--- src/rtl/core_pkg.sv ---
// Shared core definitions: writeback source selects, load funct3 codes, writeback FSM states.
package core_pkg;

    localparam logic [1:0] WB_SRC_ALU = 2'd0;
    localparam logic [1:0] WB_SRC_MEM = 2'd1;
    localparam logic [1:0] WB_SRC_PC4 = 2'd2;
    localparam logic [1:0] WB_SRC_IMM = 2'd3;

    localparam logic [2:0] LB  = 3'b000;
    localparam logic [2:0] LH  = 3'b001;
    localparam logic [2:0] LW  = 3'b010;
    localparam logic [2:0] LBU = 3'b100;
    localparam logic [2:0] LHU = 3'b101;

    typedef enum logic {
        IDLE     = 1'b0,
        WAIT_MEM = 1'b1
    } wb_state_t;

endpackage

--- src/rtl/load_extend.sv ---
// Combinational load extraction: selects byte/half/word from an aligned word and extends it.
// Also flags illegal funct3 codes and misaligned halfword/word accesses; zero latency, no handshake.
module load_extend
    import core_pkg::*;
#(
    parameter int XLEN = 32
) (
    input  logic [2:0]      funct3,
    input  logic [1:0]      byte_off,
    input  logic [XLEN-1:0] mem_rdata,
    output logic [XLEN-1:0] data,
    output logic            illegal
);

    logic [XLEN-1:0] shifted;
    logic [7:0]      byte_v;
    logic [15:0]     half_v;

    assign shifted = mem_rdata >> {byte_off, 3'b000};
    assign byte_v  = shifted[7:0];
    assign half_v  = byte_off[1] ? mem_rdata[31:16] : mem_rdata[15:0];

    always_comb begin
        data    = '0;
        illegal = 1'b0;
        case (funct3)
            LB:  data = {{(XLEN-8){byte_v[7]}}, byte_v};
            LBU: data = {{(XLEN-8){1'b0}}, byte_v};
            LH: begin
                data    = {{(XLEN-16){half_v[15]}}, half_v};
                illegal = byte_off[0];
            end
            LHU: begin
                data    = {{(XLEN-16){1'b0}}, half_v};
                illegal = byte_off[0];
            end
            LW: begin
                data    = mem_rdata;
                illegal = |byte_off;
            end
            default: illegal = 1'b1;
        endcase
    end

endmodule

--- src/rtl/wb_select_stage.sv ---
// Writeback select: registers ALU/PC+4/imm results in 1 cycle, loads complete on the edge mem_rvalid is seen.
// in_ready drops while a load waits for memory; a silent memory times out after TIMEOUT wait cycles.
module wb_select_stage
    import core_pkg::*;
#(
    parameter int XLEN    = 32,
    parameter int PC_W    = 10,
    parameter int TIMEOUT = 16
) (
    input  logic            clk,
    input  logic            rst,
    input  logic            in_valid,
    output logic            in_ready,
    input  logic [1:0]      mem_to_reg,
    input  logic [XLEN-1:0] alu_result,
    input  logic [XLEN-1:0] imm,
    input  logic [PC_W-1:0] pc_4,
    input  logic [2:0]      funct3,
    input  logic [1:0]      byte_off,
    input  logic [4:0]      rd,
    input  logic            reg_write,
    input  logic [XLEN-1:0] mem_rdata,
    input  logic            mem_rvalid,
    output logic            wb_we,
    output logic [4:0]      wb_rd,
    output logic [XLEN-1:0] wb_data,
    output logic            misalign_err,
    output logic            timeout_err
);

    localparam int CNT_W = $clog2(TIMEOUT + 1);
    localparam logic [CNT_W-1:0] CNT_LAST = CNT_W'(TIMEOUT - 1);

    wb_state_t       state;
    logic [CNT_W-1:0] wait_cnt;
    logic [2:0]      lat_funct3;
    logic [1:0]      lat_off;
    logic [4:0]      lat_rd;
    logic            lat_we;

    logic            accept;
    logic            nonload_we;
    logic            load_we;
    logic [XLEN-1:0] nonload_data;
    logic [2:0]      ext_funct3;
    logic [1:0]      ext_off;
    logic [XLEN-1:0] ext_data;
    logic            ext_illegal;

    assign in_ready   = (state == IDLE);
    assign accept     = in_valid && in_ready;
    assign nonload_we = reg_write && (rd != 5'd0);
    assign load_we    = lat_we && (lat_rd != 5'd0);

    // One extractor serves both the legality check at accept and the extraction in WAIT_MEM.
    assign ext_funct3 = (state == WAIT_MEM) ? lat_funct3 : funct3;
    assign ext_off    = (state == WAIT_MEM) ? lat_off    : byte_off;

    load_extend #(.XLEN(XLEN)) u_load_extend (
        .funct3    (ext_funct3),
        .byte_off  (ext_off),
        .mem_rdata (mem_rdata),
        .data      (ext_data),
        .illegal   (ext_illegal)
    );

    always_comb begin
        nonload_data = alu_result;
        case (mem_to_reg)
            WB_SRC_PC4: nonload_data = {{(XLEN-PC_W){1'b0}}, pc_4};
            WB_SRC_IMM: nonload_data = imm;
            default:    nonload_data = alu_result;
        endcase
    end

    always_ff @(posedge clk or posedge rst) begin
        if (rst) begin
            state        <= IDLE;
            wait_cnt     <= '0;
            lat_funct3   <= 3'b000;
            lat_off      <= 2'b00;
            lat_rd       <= 5'd0;
            lat_we       <= 1'b0;
            wb_we        <= 1'b0;
            wb_rd        <= 5'd0;
            wb_data      <= '0;
            misalign_err <= 1'b0;
            timeout_err  <= 1'b0;
        end else begin
            wb_we        <= 1'b0;
            misalign_err <= 1'b0;
            timeout_err  <= 1'b0;
            case (state)
                IDLE: begin
                    if (accept) begin
                        if (mem_to_reg == WB_SRC_MEM) begin
                            lat_funct3 <= funct3;
                            lat_off    <= byte_off;
                            lat_rd     <= rd;
                            lat_we     <= reg_write;
                            if (ext_illegal) begin
                                misalign_err <= 1'b1;
                            end else begin
                                state    <= WAIT_MEM;
                                wait_cnt <= '0;
                            end
                        end else begin
                            wb_we <= nonload_we;
                            if (nonload_we) begin
                                wb_rd   <= rd;
                                wb_data <= nonload_data;
                            end
                        end
                    end
                end
                WAIT_MEM: begin
                    // A response on the final wait cycle still wins over the timeout.
                    if (mem_rvalid) begin
                        wb_we <= load_we;
                        if (load_we) begin
                            wb_rd   <= lat_rd;
                            wb_data <= ext_data;
                        end
                        state <= IDLE;
                    end else if (wait_cnt == CNT_LAST) begin
                        timeout_err <= 1'b1;
                        wait_cnt    <= '0;
                        state       <= IDLE;
                    end else begin
                        wait_cnt <= wait_cnt + 1'b1;
                    end
                end
                default: state <= IDLE;
            endcase
        end
    end

endmodule

--- config.mk ---
export PLATFORM = sky130hd
export DESIGN_NAME = wb_select_stage
export DESIGN_NICKNAME = d
export VERILOG_FILES = /design/src/rtl/core_pkg.sv /design/src/rtl/load_extend.sv /design/src/rtl/wb_select_stage.sv
export SDC_FILE = /design/constraint.sdc
export NUM_CORES = 1
export LEC_CHECK = 0
export ABC_AREA = 1
export CORE_ASPECT_RATIO = 0.5
export CORE_MARGIN = 2
export CORE_UTILIZATION = 44
export DETAILED_ROUTE_END_ITERATION = 10
export HOLD_SLACK_MARGIN = 0.06
export PLACE_DENSITY = 0.81
export SYNTH_ARGS = -nofsm -noshare
export SYNTH_HDL_FRONTEND = slang
export SYNTH_SLANG_ARGS = --single-unit
--- constraint.sdc ---
create_clock -name clk -period 1.89 [get_ports clk]
set_input_delay 0.2835 -clock clk [delete_from_list [all_inputs] [get_ports clk]]
set_output_delay 0.2835 -clock clk [all_outputs]
set_load 0.02 [all_outputs]
==> summary.md <==
| Metric | Value |
|---|---|
| Worst Path Buf+Inv | `1` |
| H-tree level count | `3` |
| Path length in cells of the critical path | `8` |
| Start-to-end type of the worst setup path | `reg2reg` |
| Root buffer selected by CTS | `sky130_fd_sc_hd__clkbuf_16` |
| Filler cell count in the final layout | `approximately 760` |
| Min Tclk post-route | `between 1.5 and 2 ns` |
| Number of iterations in the first detailed-routing pass | `8` |
| Clock insertion delay at the later pin of the skew report | `between 0.3 and 0.4 ns` |
| Post-DP HPWL | `a little over 10000 um` |
| Total overflow reported by the global router | `0` |
| Share of the yosys chip area belonging to registers | `34.77%` |
| Final wirelength | `between 10000 and 15000 um` |
| Fraction of final layout cells with drive strength greater than 1 | `around 8.8%` |
| Leak | `a little over 3 nW` |
| Number of core rows | `24` |
| Register-to-register setup slack | `about 0.11 ns` |
| Routed len/inst | `14.41 um` |
| CP startpoint kind | `flip-flop` |
| DIE HEIGHT | `between 70 and 80 um` |
| Cell type with the highest occurrence count on the critical path | `sky130_fd_sc_hd__nand2_1` |
| Part of the cycle the worst path needs | `a little over nine tenths` |
| Deepest clock path buffer count | `2` |
| Yosys warning count | `0` |
| Routed vias | `roughly 4900` |
| Pwr dens | `about 890 nW/um2` |
| Number of buffers added on ports | `approximately 160` |
| Cell Area, Synth | `between 4000 and 5000 um2` |
| # setup viols final | `0` |
| Number of antenna violations at the first check in global routing | `0` |
| F_max | `approximately 560 MHz` |
| Ratio of routed vias to standard cells | `around 5.1` |
| Die area | `around 10000 um2` |
| Final Wtd Congestion | `about 0.94` |
| Synth-to-Final Area Change | `55.02%` |
| Core footprint | `roughly 9000 um2` |
| Remaining number of nets flagged by the antenna check after routing | `0` |
| Critical-path maximum fanout | `8` |
| Antenna Cells | `0` |
| Max Clock Skew | `~0.0082 ns` |
| Timing startpoint of the critical path | `state` |
| Crit path capture type | `flip-flop` |
| Library cells used by synthesis | `29` |
| Cells on worst reg2reg path | `8` |
| CTS tree | `done` |
| DRC | `0` |
| CP Data Arrival Time | `between 2 and 2.5 ns` |
| Relative slew slack | `65.07%` |
| Maximum number of pins on one net before global-route repair | `between 50 and 60` |
| Global-route usage over all layers | `between 20 and 30%` |
| Total CTS buffers | `9` |
| I/O pin count | `approximately 160` |
| Cell class contributing the biggest share of worst-path delay | `simple AND/OR/NAND/NOR gates` |
| Slew Viols, Final | `0` |
| Result of the run | `completed` |
| Initial cell density of the core | `a little under half` |
| Fin area | `6360 um2` |
| Number of global-route vias before repair | `4539` |
| Final cell utilization of the core | `between 70% and 80%` |
| Class of the tightest hold or removal check | `in2async` |
| Max VDD drop | `roughly 0.52 mV` |
| Die outline width | `between 100 and 150 um` |
| Reg-to-Reg Start | `state` |
| Max-Cap Viols | `0` |
| Critical-path cell list | `buf_4 > nand2_1 > nand2_4 > nor3_2 > a21oi_1 > nand2_1 > nand3_1 > nand2_1` |
| Final-stage net count | `between 900 and 1000` |
| Worst slew pin tran | `0.5211 ns` |
| Placed inst area | `5941 um2` |
| Clock-pin slew reported for the worst setup and hold paths after clock tree synthesis | `~0.05 ns` |
| Flop and latch count out of synthesis | `between 50 and 60` |
| Post-Synthesis Net Count | `slightly below 800` |
| Post-synthesis instance total | `around 670` |
| Final Hold Violating Endpoints | `0` |
| CP peak stage delay | `~0.50 ns` |
| Capture point of the worst path | `wb_data[4]` |
| Sinks on Clock Net | `57` |
| Iteration-0 DRC count of the detailed router | `345` |
| Required time of the critical path | `roughly 2.2 ns` |
| Mean area per synthesized cell | `6.151 um2` |
| Hold bufs inserted after CTS | `0` |
| Reg2Reg Capture Point | `wb_data[4]` |
| Slowest cell on the critical path | `sky130_fd_sc_hd__dfrtp_2` |
| First-pass GRT wire length | `around 22000 um` |
[cell usage in the layout, fill, tap and decap left out]
master and count:
sky130_fd_sc_hd__clkinv_8 1, sky130_fd_sc_hd__dfrtp_1 56, sky130_fd_sc_hd__clkbuf_16 10, sky130_fd_sc_hd__o21ai_1 1, sky130_fd_sc_hd__nand2_4 5, sky130_fd_sc_hd__nand2_2 9, sky130_fd_sc_hd__inv_6 2, sky130_fd_sc_hd__ha_1 1
sky130_fd_sc_hd__nor3_2 3, sky130_fd_sc_hd__clkinvlp_4 1, sky130_fd_sc_hd__clkinv_4 1, sky130_fd_sc_hd__clkinv_1 1, sky130_fd_sc_hd__o21ai_0 16, sky130_fd_sc_hd__clkbuf_8 1, sky130_fd_sc_hd__nand2_1 234, sky130_fd_sc_hd__buf_12 7
sky130_fd_sc_hd__inv_2 3, sky130_fd_sc_hd__or2_2 1, sky130_fd_sc_hd__clkinv_2 1, sky130_fd_sc_hd__nand4_2 1, sky130_fd_sc_hd__a31oi_1 5, sky130_fd_sc_hd__inv_4 1, sky130_fd_sc_hd__dfrtp_2 1, sky130_fd_sc_hd__nand4_1 1
sky130_fd_sc_hd__inv_1 49, sky130_fd_sc_hd__nor2_1 116, sky130_fd_sc_hd__clkdlybuf4s50_1 162, sky130_fd_sc_hd__nand3_2 2, sky130_fd_sc_hd__a21oi_1 62, sky130_fd_sc_hd__bufinv_16 2, sky130_fd_sc_hd__dlygate4sd2_1 1, sky130_fd_sc_hd__nor3_1 4
sky130_fd_sc_hd__xor2_1 1, sky130_fd_sc_hd__nor2_4 2, sky130_fd_sc_hd__buf_4 19, sky130_fd_sc_hd__nand3_1 56, sky130_fd_sc_hd__nor3_4 1
[worst min-delay path by stage]
stage | to | cells past startpoint
3_3_place_gp | wb_data[5] | 2
2_1_floorplan | lat_rd[0] | 2
3_5_place_dp | wb_data[0] | 2
4_1_cts | lat_rd[3] | 3
6_report | lat_rd[3] | 3
5_1_grt | lat_rd[3] | 3
[per-layer routing]
layer	global-route usage, %	wire, um	vias to the layer above
met4	9.111	253	0
met3	6.007	832	24
met5	0	0	-
met2	47.98	6574	172
li1	-	-	2427
met1	34.72	6131	2305
[timing repair]
item / CTS / global route
gates cloned: 0 / 2
setup buffers: 0 / 4
setup endpoints to repair: 1 / 36
resized for setup: 1 / 9
hold endpoints to repair: 0 / 0
[per-stage QoR]
step | setup slack, ns | instances | total power [mW] | TNS [ns] | hold WS [ns]
6_report | 0.1101 | 957 | 5.670 | 0 | 0.3087
5_1_grt | -0.01831 | 957 | 5.992 | -0.04177 | 0.3557
4_1_cts | 0.02441 | 951 | 5.654 | 0 | 0.3227
3_5_place_dp | -0.08511 | 935 | 3.839 | -1.072 | 0.4649
3_3_place_gp | -0.003921 | 935 | 3.794 | -0.003921 | 0.4622
2_1_floorplan | 0.2069 | 667 | 2.822 | 0 | 0.4001
[worst register-to-register path, cell delays in order (launching register included)]
cell and delay, ns:
sky130_fd_sc_hd__dfrtp_2 0.50, sky130_fd_sc_hd__buf_4 0.17, sky130_fd_sc_hd__nand2_1 0.10, sky130_fd_sc_hd__nand2_4 0.11
sky130_fd_sc_hd__nor3_2 0.47, sky130_fd_sc_hd__a21oi_1 0.15, sky130_fd_sc_hd__nand2_1 0.10, sky130_fd_sc_hd__nand3_1 0.06
sky130_fd_sc_hd__nand2_1 0.06
[synth_stat cells, drive strengths merged]
cell type	n	area share, %
a31oi	5	0.76
or2	1	0.15
ha	1	0.30
xor2	1	0.21
dfrtp	57	35
nand4	2	0.46
nor3	8	1.5
nand2	248	24
nand3	58	7.3
clkinv	1	0.091
inv	54	5.0
clkbuf	15	1.4
a21oi	62	7.6
nor2	118	11
o21ai	17	2.1
buf	19	3.4
[registers in the layout, indices dropped and copies added (netlist names), 2 cells and up]
name and cells:
lat_rd 5, wb_data 32, wait_cnt 5, lat_funct3 3, lat_off 2, wb_rd 5
[kinds of logic after synthesis]
group,after synthesis,synth area share (%)
simple gates,435,44.50
buf+inv,89,9.820
compound gates,84,10.40
flops,57,34.77
xor+xnor,1,0.2135
fa+ha+maj,1,0.3049
[report_power, final]
part	internal (mW)	switching [mW]
logic	1.02	1.17
clock network	1.19	0.593
registers	1.51	0.178
total	3.73	1.94
[area by class of cell]
cell class | count | area (um2) | area share (%)
Clock inverter | 6 | 90.09 | 1.416
Tap cell | 117 | 146.4 | 2.302
Multi-Input combinational cell | 521 | 2288 | 35.98
Sequential cell | 57 | 1428 | 22.45
Inverter | 55 | 221.5 | 3.482
Timing Repair Buffer | 190 | 1938 | 30.47
Timing Repair inverter | 1 | 8.758 | 0.1377
Clock buffer | 10 | 239.0 | 3.758
(Power assumes the default switching activity.)
